`src/rtl/accel_mem_bridge_pipelined.sv`:
```
// Accelerator command word to Avalon-MM master bridge: one holding register, in-order read FIFO, sticky errors.
// Optional: define ATM_BRIDGE_SIGN_EXT_EN to sign-extend reads whose command has the signed bit set.
module accel_mem_bridge_pipelined #(
   parameter int ADDR_W          = 31,
   parameter int MEM_DATA_W      = 64,
   parameter int MAX_OUTSTANDING = 4
) (
   input  logic                    clk,
   input  logic                    reset,
   input  logic [MEM_DATA_W+35:0]  cmd_from_accel,
   input  logic                    read_from_accel,
   input  logic                    write_from_accel,
   output logic                    waitrequest_to_accel,
   output logic [MEM_DATA_W-1:0]   readdata_to_accel,
   output logic                    readdatavalid_to_accel,
   output logic [ADDR_W-1:0]       address_to_mem,
   output logic                    read_to_mem,
   output logic                    write_to_mem,
   output logic [MEM_DATA_W-1:0]   writedata_to_mem,
   output logic [MEM_DATA_W/8-1:0] byteenable_to_mem,
   input  logic                    waitrequest_from_mem,
   input  logic [MEM_DATA_W-1:0]   readdata_from_mem,
   input  logic                    readdatavalid_from_mem,
   output logic [2:0]              err_status
);

   localparam int BYTES = MEM_DATA_W / 8;
   localparam int OFF_W = $clog2(BYTES);
   localparam int S     = 32 + MEM_DATA_W;
   localparam int PTR_W = (MAX_OUTSTANDING > 1) ? $clog2(MAX_OUTSTANDING) : 1;
   localparam int CNT_W = $clog2(MAX_OUTSTANDING + 1);

   typedef enum logic {IDLE, HOLD} state_t;

   // Size code: 0=1 byte, 1=2 bytes, 2=4 bytes, 3=8 bytes; widest wins when several bits set.
   function automatic logic [1:0] size_code(input logic [2:0] m);
      if (m[2])      return 2'd3;
      else if (m[1]) return 2'd1;
      else if (m[0]) return 2'd0;
      else           return 2'd2;
   endfunction

   function automatic int unsigned size_bytes(input logic [1:0] code);
      return 32'd1 << code;
   endfunction

   function automatic logic [BYTES-1:0] be_mask(input logic [OFF_W-1:0] off, input logic [1:0] code);
      logic [BYTES-1:0] m;
      int lo, hi;
      lo = int'(off);
      hi = lo + int'(size_bytes(code));
      for (int b = 0; b < BYTES; b++) m[b] = (b >= lo) && (b < hi);
      return m;
   endfunction

   function automatic logic span_err(input logic [OFF_W-1:0] off, input logic [1:0] code);
      return (int'(off) + int'(size_bytes(code))) > BYTES;
   endfunction

   function automatic logic [PTR_W-1:0] next_ptr(input logic [PTR_W-1:0] p);
      return (p == PTR_W'(MAX_OUTSTANDING - 1)) ? '0 : p + PTR_W'(1);
   endfunction

   function automatic logic [MEM_DATA_W-1:0] fmt_rdata(input logic [MEM_DATA_W-1:0] d,
                                                       input logic [OFF_W-1:0] off,
                                                       input logic [1:0] code,
                                                       input logic sgn);
      logic [MEM_DATA_W-1:0] sh, r;
      logic                  sbit;
      int                    nb;
      sh = d >> {off, 3'b000};
      nb = int'(size_bytes(code));
      if (nb > BYTES) nb = BYTES;
      sbit = sh[nb*8-1];
      r = '0;
      for (int b = 0; b < BYTES; b++) begin
         if (b < nb) r[b*8 +: 8] = sh[b*8 +: 8];
         else        r[b*8 +: 8] = {8{sgn & sbit}};
      end
      return r;
   endfunction

   logic [31:0]           cmd_addr;
   logic [MEM_DATA_W-1:0] cmd_wdata;
   logic [1:0]            cmd_size;
   logic [OFF_W-1:0]      cmd_off;
   logic                  cmd_sgn;
   logic                  unused_cmd_bits;

   assign cmd_addr        = cmd_from_accel[31:0];
   assign cmd_wdata       = cmd_from_accel[32 +: MEM_DATA_W];
   assign cmd_size        = size_code(cmd_from_accel[S +: 3]);
   assign cmd_sgn         = cmd_from_accel[S+3];
   assign cmd_off         = cmd_addr[OFF_W-1:0];
   assign unused_cmd_bits = ^cmd_addr ^ cmd_sgn;

   state_t                state_q, state_d;
   logic                  rd_q, wr_q;
   logic [ADDR_W-1:0]     addr_q;
   logic [MEM_DATA_W-1:0] wdata_q;
   logic [BYTES-1:0]      be_q;
   logic [OFF_W-1:0]      off_q;
   logic [1:0]            sz_q;
`ifdef ATM_BRIDGE_SIGN_EXT_EN
   logic                  sgn_q;
   logic                  fifo_sgn_q [MAX_OUTSTANDING];
`endif
   logic [OFF_W-1:0]      fifo_off_q [MAX_OUTSTANDING];
   logic [1:0]            fifo_sz_q  [MAX_OUTSTANDING];
   logic [PTR_W-1:0]      wptr_q, rptr_q;
   logic [CNT_W-1:0]      cnt_q, cnt_d;
   logic [2:0]            err_q;
   logic                  rvalid_q;
   logic [MEM_DATA_W-1:0] rdata_q;

   logic req_valid, held_rd, issue, accept, rd_full, push, pop, head_sgn;

   assign req_valid = (state_q == HOLD);
   assign held_rd   = req_valid & rd_q;
   assign issue     = req_valid & ~waitrequest_from_mem;
   // The held read is counted even while it issues: the counter only reflects it a cycle later.
   assign rd_full   = ({1'b0, cnt_q} + (CNT_W+1)'(held_rd)) >= (CNT_W+1)'(MAX_OUTSTANDING);
   assign waitrequest_to_accel = (req_valid & waitrequest_from_mem) | (read_from_accel & rd_full);
   assign accept    = (read_from_accel | write_from_accel) & ~waitrequest_to_accel;
   assign push      = issue & rd_q;
   assign pop       = readdatavalid_from_mem & (cnt_q != '0);

`ifdef ATM_BRIDGE_SIGN_EXT_EN
   assign head_sgn = fifo_sgn_q[rptr_q];
`else
   assign head_sgn = 1'b0;
`endif

   always_comb begin
      state_d = state_q;
      case (state_q)
         IDLE:    if (accept) state_d = HOLD;
         HOLD:    if (issue && !accept) state_d = IDLE;
         default: state_d = IDLE;
      endcase
   end

   always_comb begin
      cnt_d = cnt_q;
      if (push && !pop)      cnt_d = cnt_q + CNT_W'(1);
      else if (!push && pop) cnt_d = cnt_q - CNT_W'(1);
   end

   always_ff @(posedge clk or negedge reset) begin
      if (!reset) begin
         state_q  <= IDLE;
         rd_q     <= 1'b0;
         wr_q     <= 1'b0;
         addr_q   <= '0;
         wdata_q  <= '0;
         be_q     <= '0;
         off_q    <= '0;
         sz_q     <= '0;
`ifdef ATM_BRIDGE_SIGN_EXT_EN
         sgn_q    <= 1'b0;
`endif
         wptr_q   <= '0;
         rptr_q   <= '0;
         cnt_q    <= '0;
         err_q    <= '0;
         rvalid_q <= 1'b0;
         rdata_q  <= '0;
      end else begin
         state_q <= state_d;
         cnt_q   <= cnt_d;
         if (accept) begin
            rd_q    <= read_from_accel & ~write_from_accel;
            wr_q    <= write_from_accel;
            addr_q  <= cmd_addr[ADDR_W-1:0];
            wdata_q <= cmd_wdata << {cmd_off, 3'b000};
            be_q    <= be_mask(cmd_off, cmd_size);
            off_q   <= cmd_off;
            sz_q    <= cmd_size;
`ifdef ATM_BRIDGE_SIGN_EXT_EN
            sgn_q   <= cmd_sgn;
`endif
         end
         if (push) wptr_q <= next_ptr(wptr_q);
         if (pop)  rptr_q <= next_ptr(rptr_q);
         err_q <= err_q | {accept & read_from_accel & write_from_accel,
                           readdatavalid_from_mem & (cnt_q == '0),
                           accept & span_err(cmd_off, cmd_size)};
         rvalid_q <= pop;
         if (pop) rdata_q <= fmt_rdata(readdata_from_mem, fifo_off_q[rptr_q], fifo_sz_q[rptr_q], head_sgn);
      end
   end

   always_ff @(posedge clk) begin
      if (push) begin
         fifo_off_q[wptr_q] <= off_q;
         fifo_sz_q[wptr_q]  <= sz_q;
`ifdef ATM_BRIDGE_SIGN_EXT_EN
         fifo_sgn_q[wptr_q] <= sgn_q;
`endif
      end
   end

   assign address_to_mem         = addr_q;
   assign read_to_mem            = req_valid & rd_q;
   assign write_to_mem           = req_valid & wr_q;
   assign writedata_to_mem       = wdata_q;
   assign byteenable_to_mem      = be_q;
   assign readdata_to_accel      = rdata_q;
   assign readdatavalid_to_accel = rvalid_q;
   assign err_status             = err_q;

endmodule

```
`config.mk`:
```
export PLATFORM = sky130hd
export DESIGN_NAME = accel_mem_bridge_pipelined
export DESIGN_NICKNAME = d
export VERILOG_FILES = /design/src/rtl/accel_mem_bridge_pipelined.sv
export SDC_FILE = /design/constraint.sdc
export NUM_CORES = 1
export LEC_CHECK = 0
export BUFFER_PORTS_ARGS = -buffer_cell sky130_fd_sc_hd__buf_2
export CAP_MARGIN = 20
export CORE_MARGIN = 2
export CORE_UTILIZATION = 26
export DETAILED_ROUTE_END_ITERATION = 8
export HOLD_SLACK_MARGIN = 0.05
export SLEW_MARGIN = 20
export SYNTH_ARGS = -nofsm -noshare
export SYNTH_HDL_FRONTEND = slang
export SYNTH_SLANG_ARGS = --single-unit
```
`constraint.sdc`:
```
create_clock -name clk -period 8 [get_ports clk]
set_clock_uncertainty 0.1 [all_clocks]
set_input_delay 1.2 -clock clk [delete_from_list [all_inputs] [get_ports clk]]
set_output_delay 1.2 -clock clk [all_outputs]
set_load 0.01 [all_outputs]
```
Word-level counts from Yosys, hierarchy flattened
Memories as Yosys holds them, arrays and structs flattened.
Index checks and enable logic that the tools add are counted.
W data, S select, Z words.
{"block": "totals", "regBits": 186, "mem_bits_rw": 20, "inputBits": 170, "n_memories": 2}
{"block": "classes", "add_sub_neg": 6, "magnitude_cmp": 26, "eq_ne": 2, "shift": 4, "mux": 22, "bitwise": 20, "n_reduce_logical": 16}
{"memory": "fifo_off_q", "words": 4, "word_bits": 3, "rd": 1, "rd_clocked_by_memory_dff": 0, "wr": 1, "line_no": "108", "text": "logic [OFF_W-1:0] fifo_off_q [MAX_OUTSTANDING];"}
{"memory": "fifo_sz_q", "words": 4, "word_bits": 2, "rd": 1, "rd_clocked_by_memory_dff": 0, "wr": 1, "line_no": "109", "text": "logic [1:0] fifo_sz_q [MAX_OUTSTANDING];"}
{"operator": "$lt A4 B32 Y1 const A", "n": 8}
{"operator": "$lt A3 B32 Y1 const A", "n": 4}
{"operator": "$gt A32 B5 Y1 const B", "n": 2}
{"operator": "$lt A1 B32 Y1 const A", "n": 2}
{"operator": "$lt A2 B32 Y1 const A", "n": 2}
{"operator": "$mux W32", "n": 2}
{"operator": "$mux W8", "n": 8}
{"operator": "$shl A1 B2 Y32 const A", "n": 2}
{"operator": "$shl A64 B6 Y64", "n": 1}
{"operator": "$shr A64 B6 Y64", "n": 1}
{"operator": "$add A4 B32 Y32", "n": 1}
{"operator": "$and A1 B1 Y1", "n": 13}
{"operator": "$logic_and A1 B1 Y1", "n": 10}
{"operator": "$mux W2", "n": 5}
{"operator": "$ge A3 B3 Y1 const A", "n": 3}
{"operator": "$ge A1 B3 Y1 const A", "n": 2}
{"operator": "$ge A2 B3 Y1 const A", "n": 2}
{"operator": "$mux W3", "n": 2}
{"operator": "$add A2 B1 Y2 const B", "n": 2}
{"operator": "$add A3 B1 Y4", "n": 1}
{"operator": "$eq A2 B2 Y1 const B", "n": 2}
{"operator": "$ge A4 B3 Y1 const B", "n": 1}
{"operator": "$mux W1", "n": 4}
{"operator": "$not A1 Y1", "n": 4}
{"operator": "other kinds (9)", "n": 12}

Logic depth before layout (Yosys ltp)
Gate-level depths: netlist of run 1.
{"block": "depth", "word_depth": 11, "mapped_depth": 10}

Worst setup path before layout of run 1
Ideal clock, no wire load.
{"block": "synth_path", "path_type": "input to register", "from": "input port cmd_from_accel[98]", "to": "register be_q[0], in the netlist byteenable_to_mem[0]", "arrival_time_ps": 3049, "required_time_ps": 7835, "slack_ps": 4786, "path_stages": 10, "path_buffers": 1, "cell_sequence": "clkbuf_1 > nor2_1 > and2_1 > ha_1 > fa_1 > nand2_1 > nor2_1 > o21a_1 > a2111oi_0 > a21o_1"}
{"block": "synth_via", "elab_chain_len": 5}
{"element": "start, declared", "line_no": "10", "text": "input logic [MEM_DATA_W+35:0] cmd_from_accel,"}
{"element": "$mux W2", "line_no": "37", "text": "if (m[2]) return 2'd3;"}
{"element": "$shl A1 B2 Y32", "line_no": "44", "text": "return 32'd1 << code;"}
{"element": "$add A4 B32 Y32", "line_no": "51", "text": "hi = lo + int'(size_bytes(code));"}
{"element": "$lt A1 B32 Y1", "line_no": "52", "text": "for (int b = 0; b < BYTES; b++) m[b] = (b >= lo) && (b < hi);"}
{"element": "$logic_and A1 B1 Y1", "line_no": "52"}
{"element": "end signal, assigned", "line_no": "176", "text": "be_q <= be_mask(cmd_off, cmd_size);"}
{"element": "end, declared", "line_no": "101", "text": "logic [BYTES-1:0] be_q;"}
Every way passes these cells.
A chain may end at the register's enable or synchronous reset.

Worst setup path in the final report of run 1
{"block": "layout_path", "from": "register cnt_q[1]", "to": "register rdata_q[32], in the netlist readdata_to_accel[32]"}
{"block": "layout_via", "elab_chain_len": 2}
{"element": "start, declared", "line_no": "111", "text": "logic [CNT_W-1:0] cnt_q, cnt_d;"}
{"element": "start signal, assigned", "line_no": "170", "text": "cnt_q <= cnt_d;"}
{"element": "$reduce_bool A3 Y1", "line_no": "126", "text": "assign pop = readdatavalid_from_mem & (cnt_q != '0);"}
{"element": "$and A1 B1 Y1", "line_no": "126"}
{"element": "end signal, assigned", "line_no": "189", "text": "if (pop) rdata_q <= fmt_rdata(readdata_from_mem, fifo_off_q[rptr_q], fifo_sz_q[rptr_q], head_sgn);"}
{"element": "end, declared", "line_no": "114", "text": "logic [MEM_DATA_W-1:0] rdata_q;"}
Every way passes these cells.

==> summary.md, run 1 <==
| Metric | Value |
|---|---|
| Status | finished clean |
| Power Total | 5.16 mW |
| Mean Syn Cell Area | 10.0 um2 |
| Final core occ | 33.5% |
| Crit path buf inv count | 2 |
| CP cell instances | nor3_1 > nand2b_2 > buf_4 > inv_1 > and2_1 > nand2_2 > nor2_2 > a32o_1 |
| Finish-stage setup viols | 0 |
| Core Area | 0.0420 mm2 |
| Crit path largest cell delay | 0.63 ns |
| Clk_lat worst skew | 0.54 ns |
| Post-synthesis cell count | 1,108 |
| Dominant synthesized flop cell | dfrtp_1 |
| H-tree depth | 1 |
| Hold Path Class | reg2reg |
| Max VDD drop | 0.155 mV |
| Slew @ Worst Pin | 1.00 ns |
| Cell Pwr Density | 367 mW/mm2 |
| Gr ovfl total | 0 |
| Area grow syn2layout | 27.1% |
| Clk slew on worst S/H paths | 0.06 ns |
| M2 GR Usage | 31.0% |
| Tot GR Track Use | 18.3% |
| Slew Limit Fails | 0 |
| Final hold violations | 0 |
| Root buffer cell | clkbuf_16 |
| Final period utilization | 47.7% |
| Gp weighted congestion | 0.978 |
| Port Buffers | 341 |
| CTS tree | yes |
| Most Crowded Layer GR | met2 |
| Max Buffers Root-to-Sink | 3 |
| Met1 Use GR | 21.7% |
| Critical path data required time | 8.33 ns |
| Initial core utilization | 26.3% |
| Crit-path max FO | 75 |
| Met3 Use GR | 5.21% |
| Period minus WS final | 3.82 ns |
| Setup bufs post-CTS | 0 |
| Synth top area share | 41.3% |
| Syn. warnings | 0 |
| Critical path's top delay family | simple AND/OR/NAND/NOR gates |
| Hpwl dp | 29,900 um |
| Leak | 6.91 nW |
| Vias in the first global route | 10,122 |
| Die Area | 0.0443 mm2 |
| Leading area contributor after synthesis | dfrtp_1 |
| Antenna Nets Post-Route | 0 |
| Post-cts resize count | 0 |
| Fmax | 0.262 GHz |
| Drt wl/cell | 20.9 um |
| Worst setup EP type | flop |
| Rel. slew slack | 33.3% |
| Synth unique cells | 53 |
| Startpoint type of the worst setup path | flop |
| DRT iter0 DRCs | 608 |
| Post-synth top cells | nand2_1, dfrtp_1, mux2i_1, nor2_1, clkbuf_1 |
| # IOs | 344 |
| Routed WL | 40,900 um |
| Initial antenna violation count | 7 |
| Via density | 5.03 |
| Ys async rst share | 90.1% |
| Placed Area | 0.0131 mm2 |
| Design area | 0.0141 mm2 |
| EDFF count, synth | 20 |
| Synth Cell Area | 0.0111 mm2 |
| Die span in y | 210 um |
| Via Count | 9,841 |
| Seq cells post-synth | 203 |
| Max Cap Viol | 0 |
| Post-CTS Hold Fix Bufs | 0 |
| First-pass GRT wire length | 61,800 um |
| Filler cell count | 4,372 |
| RSZ-0062 raised after global routing | false |
| Most common cell in the netlist | nand2_1 |
| Clock buffer count from CTS | 26 |
| Slowest stage cell, crit path | buf_4 |
| Die X | 210 um |
| # DRC | 0 |
| Clk sinks | 203 |
| Rows | 75 |
| Syn Nets | 1,289 |
| Largest net degree at the start of global routing | 100 |
| Arrival time worst endpoint | 4.14 ns |
| Seq/Total Area, Yosys | 46.8% |
| First-pass iteration count of the detailed router | 4 |
| CP Class | reg2reg |
| Largest cells by area after synthesis | dfrtp_1, mux2i_1, nand2_1, mux4_2, edfxtp_1 |
| Final TNS setup | 0 ns |
| Nets | 1,579 |
| Share of cells above drive strength 1 | 31.8% |
==> cell usage in the layout, fill, tap and decap left out, types with 15 or more instances in the layout <==
cell,netlist,layout
nand2_1,237,237
o21ai_0,39,39
a21oi_1,50,50
nor2_1,78,78
mux2i_1,100,100
o31ai_1,25,25
clkbuf_16,0,27
inv_1,15,15
a32o_1,17,17
o22ai_1,26,26
dfrtp_1,183,183
o21a_1,18,18
edfxtp_1,20,20
mux4_2,29,29
a21o_1,17,16
o221ai_1,29,29
mux2_2,17,17
nor2b_1,15,15
buf_2,18,339
==> state kept, by name, summed over array words and instances (netlist names) <==
register / cells
rptr_q: 2
req_valid: 1
wr_q: 1
readdata_to_accel: 64
readdatavalid_to_accel: 1
sz_q: 2
err_status: 3
writedata_to_mem: 64
fifo_sz_q: 8
cnt_q: 3
wptr_q: 2
fifo_off_q: 12
rd_q: 1
byteenable_to_mem: 8
address_to_mem: 31
==> routing by layer <==
| layer | vias to the layer above | part of all wire (%) |
|---|---|---|
| li1 | 4560 | - |
| met1 | 4710 | 40 |
| met2 | 467 | 47 |
| met3 | 92 | 8.7 |
| met4 | 12 | 3.9 |
| met5 | - | 0.21 |
==> through the flow <==
step                std cells  setup slack [ns]  hold WS [ns]
floorplan                1108              4.79         0.341
global placement         1909              3.97         0.334
detailed placement       1909              3.94         0.348
CTS                      1954              4.19         0.363
global route             1954              3.87         0.380
finish                   1955              4.18         0.356
==> final cells by class <==
cell class                 count  area [um2]  share of cell area (%)
antenna                        1        2.50                  0.0178
clock buffer                  35         756                    5.37
clock inverter                10         178                    1.26
inverter                      15        56.3                   0.400
multi-input combinational    801        5430                    38.6
sequential                   203        5180                    36.8
tap                          539         674                    4.79
timing repair buffer         351        1790                    12.7
==> where the power goes <==
| group | internal [mW] | total, mW | switching [mW] | leakage [nW] |
|---|---|---|---|---|
| Sequential | 1.43 | 1.68 | 0.245 | 2.51 |
| Clock | 0.817 | 1.29 | 0.470 | 0.459 |
| Combinational | 0.838 | 2.20 | 1.36 | 3.95 |
==> worst paths after layout <==
path | from | slack (ns) | cells after the start | to
min in group asynchronous | reset | 0.58 | 1 | err_status[1]$_DFF_PN0_
max | cnt_q[1]$_DFFE_PN0P_ | 4.18 | 8 | readdata_to_accel[32]$_DFFE_PN0P_
max reg2reg | cnt_q[1]$_DFFE_PN0P_ | 4.18 | 8 | readdata_to_accel[32]$_DFFE_PN0P_
max in group asynchronous | reset | 5.86 | 2 | writedata_to_mem[6]$_DFFE_PN0P_
min | err_status[1]$_DFF_PN0_ | 0.36 | 1 | err_status[1]$_DFF_PN0_
min reg2reg | err_status[1]$_DFF_PN0_ | 0.36 | 1 | err_status[1]$_DFF_PN0_
==> cell families after synthesis <==
family,share of synthesized area (%)
simple gates,14.3
compound gates,16.2
flops,46.8
mux,16.7
buf+inv,4.34
fa+ha+maj,1.38
xor+xnor,0.316
Power figures use the tool's default switching activity.
==> inputs of run 2 (changes only) <==
==> constraint.sdc (replaced) <==
create_clock -name clk -period 3.63 [get_ports clk]
set_clock_uncertainty 0.1 [all_clocks]
set_input_delay 0.5445 -clock clk [delete_from_list [all_inputs] [get_ports clk]]
set_output_delay 0.5445 -clock clk [all_outputs]
set_load 0.01 [all_outputs]
==> run 2 against run 1 <==
Effect of this change:
- wire length is 3.6% higher
- cell count is 0.72% higher
- flip-flop and latch count stayed put
- combinational power is 130% higher
- count of clock-buffer cells in the layout is 7 lower
- clock power is 110% higher
- die area stayed put
- hold slack worse by 0.26 ns
- design area is 1.2% higher
- sequential power is 120% higher
- non-clock buffer count is 15 higher
- power is 120% higher
- critical path type unchanged
==> summary.md, run 2 (same netlist as run 1, synthesis figures left out) <==
| Metric | Value |
|---|---|
| Status | finished clean |
| Initial antenna violation count | 2 |
| Clock power share | 24.1% |
| Slew Limit Fails | 0 |
| Dpl ws | 0.780 ns |
| Drt wl/cell | 21.5 um |
| Crit path buf inv count | 1 |
| First-pass GRT wire length | 63,500 um |
| Startpoint type of the worst setup path | flop |
| FF-to-FF Start | rptr_q[0]$_DFFE_PN0P_ |
| Reg power frac | 32.4% |
| Clk slew on worst S/H paths | 0.06 ns |
| Max Buffers Root-to-Sink | 3 |
| Critical path's top delay family | multiplexers |
| Min-delay src | cmd_from_accel[20] |
| Gr ovfl total | 0 |
| Cell Pwr Density | 805 mW/mm2 |
| Worst setup EP type | flop |
| Finish-stage setup viols | 0 |
| Crit-path max FO | 13 |
| Largest net degree at the start of global routing | 108 |
| Hold Path Class | in2reg |
| Placed Area | 0.0133 mm2 |
| Critical path launch point | rptr_q[0]$_DFFE_PN0P_ |
| Tot GR Track Use | 18.7% |
| CTS tree | yes |
| Power Total | 11.5 mW |
| Max Cap Viol | 0 |
| Leak | 7.00 nW |
| Sw frac | 40.5% |
| Most common cell after layout, fill and taps aside | buf_2 |
| Vias in the first global route | 10,249 |
| H-tree depth | 1 |
| Crit path largest cell delay | 0.75 ns |
| Combinational share of power | 43.4% |
| Core Area | 0.0420 mm2 |
| Design area | 0.0142 mm2 |
| Clk sinks | 203 |
| Antenna Nets Post-Route | 0 |
| Initial core utilization | 26.3% |
| # DRC | 0 |
| Period minus WS final | 2.85 ns |
| Die Area | 0.0443 mm2 |
| P_int | 6.82 mW |
| Port Buffers | 341 |
| ANT cells | 0 |
| Final TNS setup | 0 ns |
| CP cell instances | mux4_2 > buf_4 > mux2i_1 > o22ai_1 > o21ai_1 > nand2_1 |
| Share of cells above drive strength 1 | 32.4% |
| Final period utilization | 78.6% |
| Via Count | 10,014 |
| Gp weighted congestion | 0.898 |
| Critical path data required time | 3.93 ns |
| Clock buffer count from CTS | 25 |
| First-pass iteration count of the detailed router | 5 |
| Slowest stage cell, crit path | mux4_2 |
| Hpwl dp | 31,600 um |
| Area grow syn2layout | 28.6% |
| Die X | 210 um |
| Slew @ Worst Pin | 0.784 ns |
| Routed WL | 42,300 um |
| Rows | 75 |
| # IOs | 344 |
| Fmax | 0.350 GHz |
| Rel. slew slack | 47.8% |
| RSZ-0062 raised after global routing | false |
| DRT iter0 DRCs | 580 |
| Nets | 1,593 |
| Die span in y | 210 um |
| Root buffer cell | clkbuf_16 |
| CP Class | reg2reg |
| Highest-count cells in the layout ignoring fill and taps | buf_2, nand2_1, dfrtp_1 |
| Max VDD drop | 0.453 mV |
| Clk_lat worst skew | 0.53 ns |
| Fin worst setup slack | 0.776 ns |
| NetSw | 4.64 mW |
| Arrival time worst endpoint | 3.16 ns |
| Final hold violations | 0 |
| Via density | 5.09 |
| Setup bufs post-CTS | 0 |
## run 2: cell types whose count changed in the layout (fill, tap and decap cells not counted), moves of 2 or more
| cell | change |
|---|---|
| buf_4 | +7 |
| buf_12 | +6 |
| clkbuf_8 | -4 |
| clkbuf_16 | -2 |
| clkinv_1 | +2 |
| inv_6 | +2 |
## run 2: power groups by stage
| stage | registers (mW) | clock network, mW | logic, mW |
|---|---|---|---|
| detailed placement | 3.75 | 0 | 4.98 |
| floorplan | 3.97 | 0 | 2.80 |
| finish | 3.72 | 2.77 | 4.98 |
| global placement | 3.71 | 0 | 4.94 |
| CTS | 3.73 | 2.85 | 4.98 |
| global route | 3.83 | 2.94 | 5.42 |
## run 2: path summary, 6_finish.rpt
| path | slack (ns) | to | depth (start not counted) |
|---|---|---|---|
| max in group asynchronous | 2.17 | address_to_mem[22]$_DFFE_PN0P_ | 3 |
| max | 0.78 | readdata_to_accel[7]$_DFFE_PN0P_ | 6 |
| min | 0.1 | address_to_mem[20]$_DFFE_PN0P_ | 3 |
| min reg2reg | 0.36 | err_status[1]$_DFF_PN0_ | 1 |
| min in group asynchronous | 0.45 | readdata_to_accel[60]$_DFFE_PN0P_ | 2 |
| max reg2reg | 0.78 | readdata_to_accel[7]$_DFFE_PN0P_ | 6 |
## run 2: metal layers
| metal | vias up | share of wire (%) | global-route usage, % |
|---|---|---|---|
| li1 | 4578 | - | - |
| met1 | 4873 | 40 | 22.4 |
| met2 | 479 | 48 | 32.3 |
| met3 | 80 | 8.7 | 4.83 |
| met4 | 4 | 3.7 | 6.99 |
| met5 | - | 0.064 | 0 |
## run 2: final cells by class
type / count / area (um2)
repair buffers: 366 / 2000
flip-flops and latches: 203 / 5180
clock inverters: 17 / 246
multi-input cells: 801 / 5430
well taps: 539 / 674
inverters: 15 / 56.3
clock buffers: 28 / 647
fillers: 4368 / 27800
## run 2: repair_timing
item	in CTS	in global routing
resized for setup	0	0
hold endpoints to repair	55	0
hold buffers	1	0
## run 2: per-stage QoR
stage          instances  util (%)  hold slack, ns
2_1_floorplan       1108         -           0.149
3_3_place_gp        1922      31.7           0.336
3_5_place_dp        1922      31.7           0.346
4_1_cts             1968      33.8          0.0667
5_1_grt             1969      33.9          0.0788
6_report            1969      33.9          0.0971
## run 2: worst register-to-register path, stage by stage (launching register included)
cell and delay, ns:
dfrtp_1 0.63, mux4_2 0.75, buf_4 0.29, mux2i_1 0.45, o22ai_1 0.13, o21ai_1 0.28, nand2_1 0.09
==> inputs of run 3 (changes only) <==
--- a/config.mk
+++ b/config.mk
@@ -5,6 +5,7 @@
 export SDC_FILE = /design/constraint.sdc
 export NUM_CORES = 1
 export LEC_CHECK = 0
+export ABC_AREA = 1
 export BUFFER_PORTS_ARGS = -buffer_cell sky130_fd_sc_hd__buf_2
 export CAP_MARGIN = 20
 export CORE_MARGIN = 2
==> constraint.sdc (replaced) <==
create_clock -name clk -period 3 [get_ports clk]
set_clock_uncertainty 0.1 [all_clocks]
set_input_delay 0.45 -clock clk [delete_from_list [all_inputs] [get_ports clk]]
set_output_delay 0.45 -clock clk [all_outputs]
set_load 0.01 [all_outputs]
==> run 3 against run 2 <==
Effect of this change:
- sequential share of layout area is 1.8 points lower
- utilization rose by 0.78 points
- flip-flop and latch count stayed put
- area after synthesis grew 3.4%
- global-route usage up 1.1 points
- first-iteration DRC count increased by 80%
- synthesized cell count is 41% higher
- hold slack lost 0.0042 ns
- count of clock-buffer cells in the layout grew 7
- setup slack worse by 0.17 ns
- clock power increased by 21%
- die area increased by 3.4%
- highest routed layer unchanged
==> summary.md, run 3 <==
| Metric | Value |
|---|---|
| Dominant synthesized flop cell | dfrtp_1 |
| Tot GR Track Use | 19.7% |
| Routed WL | 46,000 um |
| Crit-path max FO | 15 |
| Status | finished clean |
| Fmax | 0.418 GHz |
| Gr ovfl total | 0 |
| Drt wl/cell | 18.3 um |
| Slew @ Worst Pin | 0.727 ns |
| Final TNS setup | 0 ns |
| Post-synthesis cell count | 1,565 |
| Via density | 4.81 |
| Sw frac | 44.8% |
| Antenna Nets Post-Route | 0 |
| R2R cell count | 9 |
| Rel. slew slack | 51.5% |
| Clk sinks | 203 |
| Arrival time worst endpoint | 2.77 ns |
| Hpwl dp | 34,000 um |
| Leak | 8.16 nW |
| Max Cap Viol | 0 |
| Syn. warnings | 0 |
| Largest cells by area after synthesis | dfrtp_1, nand2_1, nand3_1, o21ai_0, edfxtp_1 |
| Clock buffer count from CTS | 27 |
| # IOs | 344 |
| NetSw | 6.59 mW |
| Worst setup EP type | flop |
| Via Count | 12,097 |
| First-pass iteration count of the detailed router | 5 |
| EDFF count, synth | 20 |
| Setup bufs post-CTS | 0 |
| Mean Syn Cell Area | 7.32 um2 |
| Area grow syn2layout | 30.9% |
| Initial core utilization | 26.5% |
| H-tree depth | 1 |
| Setup crit end | readdata_to_accel[51]$_DFFE_PN0P_ |
| Largest net degree at the start of global routing | 86 |
| Critical path launch point | readdatavalid_from_mem |
| DRT iter0 DRCs | 1,046 |
| Power Total | 14.7 mW |
| Critical path data required time | 3.38 ns |
| CP Class | in2reg |
| Highest-count cells in the layout ignoring fill and taps | nand2_1, buf_2, nand3_1 |
| Clk slew on worst S/H paths | 0.06 ns |
| Clk_lat worst skew | 0.54 ns |
| Synth top area share | 40.0% |
| Max Buffers Root-to-Sink | 3 |
| Finish-stage setup viols | 0 |
| Gp weighted congestion | 0.924 |
| Root buffer cell | clkbuf_16 |
| Hold Path Class | in2reg |
| Final period utilization | 79.7% |
| Design area | 0.0150 mm2 |
| Startpoint type of the worst setup path | input port |
| Die X | 214 um |
| Period minus WS final | 2.39 ns |
| Port Buffers | 341 |
| FF-to-FF Start | cnt_q[0]$_DFFE_PN0P_ |
| Post-synth top cells | nand2_1, nand3_1, dfrtp_1, o21ai_0, inv_1 |
| Final hold violations | 0 |
| Die Area | 0.0458 mm2 |
| Nets | 2,087 |
| Synth Cell Area | 0.0115 mm2 |
| Most common cell after layout, fill and taps aside | nand2_1 |
| Slew Limit Fails | 0 |
| First-pass GRT wire length | 71,300 um |
| CTS tree | yes |
| Most common cell in the netlist | nand2_1 |
| Initial antenna violation count | 7 |
| Max VDD drop | 0.559 mV |
| Placed Area | 0.0138 mm2 |
| Seq/Total Area, Yosys | 45.2% |
| RSZ-0062 raised after global routing | false |
| R2r endpoint | readdata_to_accel[51]$_DFFE_PN0P_ |
| Clock power share | 22.7% |
| Vias in the first global route | 12,061 |
| Core Area | 0.0433 mm2 |
| P_int | 8.11 mW |
| Synth unique cells | 37 |
| # DRC | 0 |
| Die span in y | 214 um |
| Seq cells post-synth | 203 |
| Syn Nets | 1,746 |
| WHS Path Cells | 3 |
| Combinational share of power | 47.8% |
| R2r setup slk | 0.61 ns |
| Cell Pwr Density | 980 mW/mm2 |
| Reg power frac | 29.5% |
| Ys async rst share | 90.1% |
| Rows | 76 |
| Leading area contributor after synthesis | dfrtp_1 |
| Share of cells above drive strength 1 | 23.8% |
==> run 3: kinds of logic (layout without fill, tap and decap cells) <==
group	Yosys count	count (layout)	share of synthesized area (%)
and+or+nand+nor	903	903	33.8
buffers and inverters	230	588	9.30
AOI/OAI and AO/OA	215	215	10.1
DFF	203	203	45.2
adders and majority gates	11	11	1.33
xor gates and xnor gates	3	3	0.229
other	0	5	0
==> run 3: what timing repair did <==
| action | 4_1_cts | 5_1_grt |
|---|---|---|
| endpoints found under the hold margin | 103 | 0 |
| gates resized for setup | 0 | 0 |
| hold buffers | 31 | 0 |
==> run 3: worst max-delay path, stage by stage <==
cell and delay [ns]:
dlygate4sd3_1 0.58, buf_2 0.14, nand2_2 0.07, inv_1 0.42, nand2_2 0.37, nor2_4 0.34
buf_4 0.23, nand2_1 0.07, nand2_1 0.06
==> run 3: per-layer routing <==
metal  wire (um)  track usage [%]  part of all wire, %
met1       18200             24.0                   39
met3        4200             5.45                  9.1
met4        1490             6.20                  3.2
met5          30                0                0.065
met2       22100             33.9                   48
==> run 3: layout make-up <==
type | count | area, um2
diodes | 5 | 12.5
clock buffers | 35 | 746
clock inverters | 11 | 155
fillers | 4674 | 28300
inverters | 129 | 484
multi-input cells | 1132 | 5220
flip-flops and latches | 203 | 5180
well taps | 585 | 732
repair buffers | 413 | 2460
==> run 3: worst min path at each step <==
stage	startpoint	to	slack, ns
6_report	cmd_from_accel[32]	writedata_to_mem[0]$_DFFE_PN0P_	0.09
5_1_grt	cmd_from_accel[4]	address_to_mem[4]$_DFFE_PN0P_	0.08
4_1_cts	cmd_from_accel[32]	writedata_to_mem[0]$_DFFE_PN0P_	0.05
3_5_place_dp	readdata_to_accel[32]$_DFFE_PN0P_	readdata_to_accel[32]$_DFFE_PN0P_	0.36
3_3_place_gp	address_to_mem[24]$_DFFE_PN0P_	address_to_mem[24]$_DFFE_PN0P_	0.36
2_1_floorplan	reset	address_to_mem[0]$_DFFE_PN0P_	0.05
==> run 3: power groups by stage <==
stage,registers (mW),clock network (mW),logic (mW)
after global routing,4.45,3.55,7.72
after CTS,4.33,3.45,7.04
after detailed placement,4.35,0,7.00
after global placement,4.33,0,6.95
after floorplan,4.63,0,3.99
final,4.34,3.34,7.02
==> run 3: metrics by stage <==
step           worst slack (ns)  hold WS (ns)  util (%)  std cells
2_1_floorplan             0.679        0.0544         -       1565
3_3_place_gp              0.427         0.357      31.8       2431
3_5_place_dp              0.405         0.360      31.8       2431
4_1_cts                   0.504        0.0545      34.6       2508
5_1_grt                   0.400        0.0770      34.6       2510
6_report                  0.608        0.0929      34.7       2513
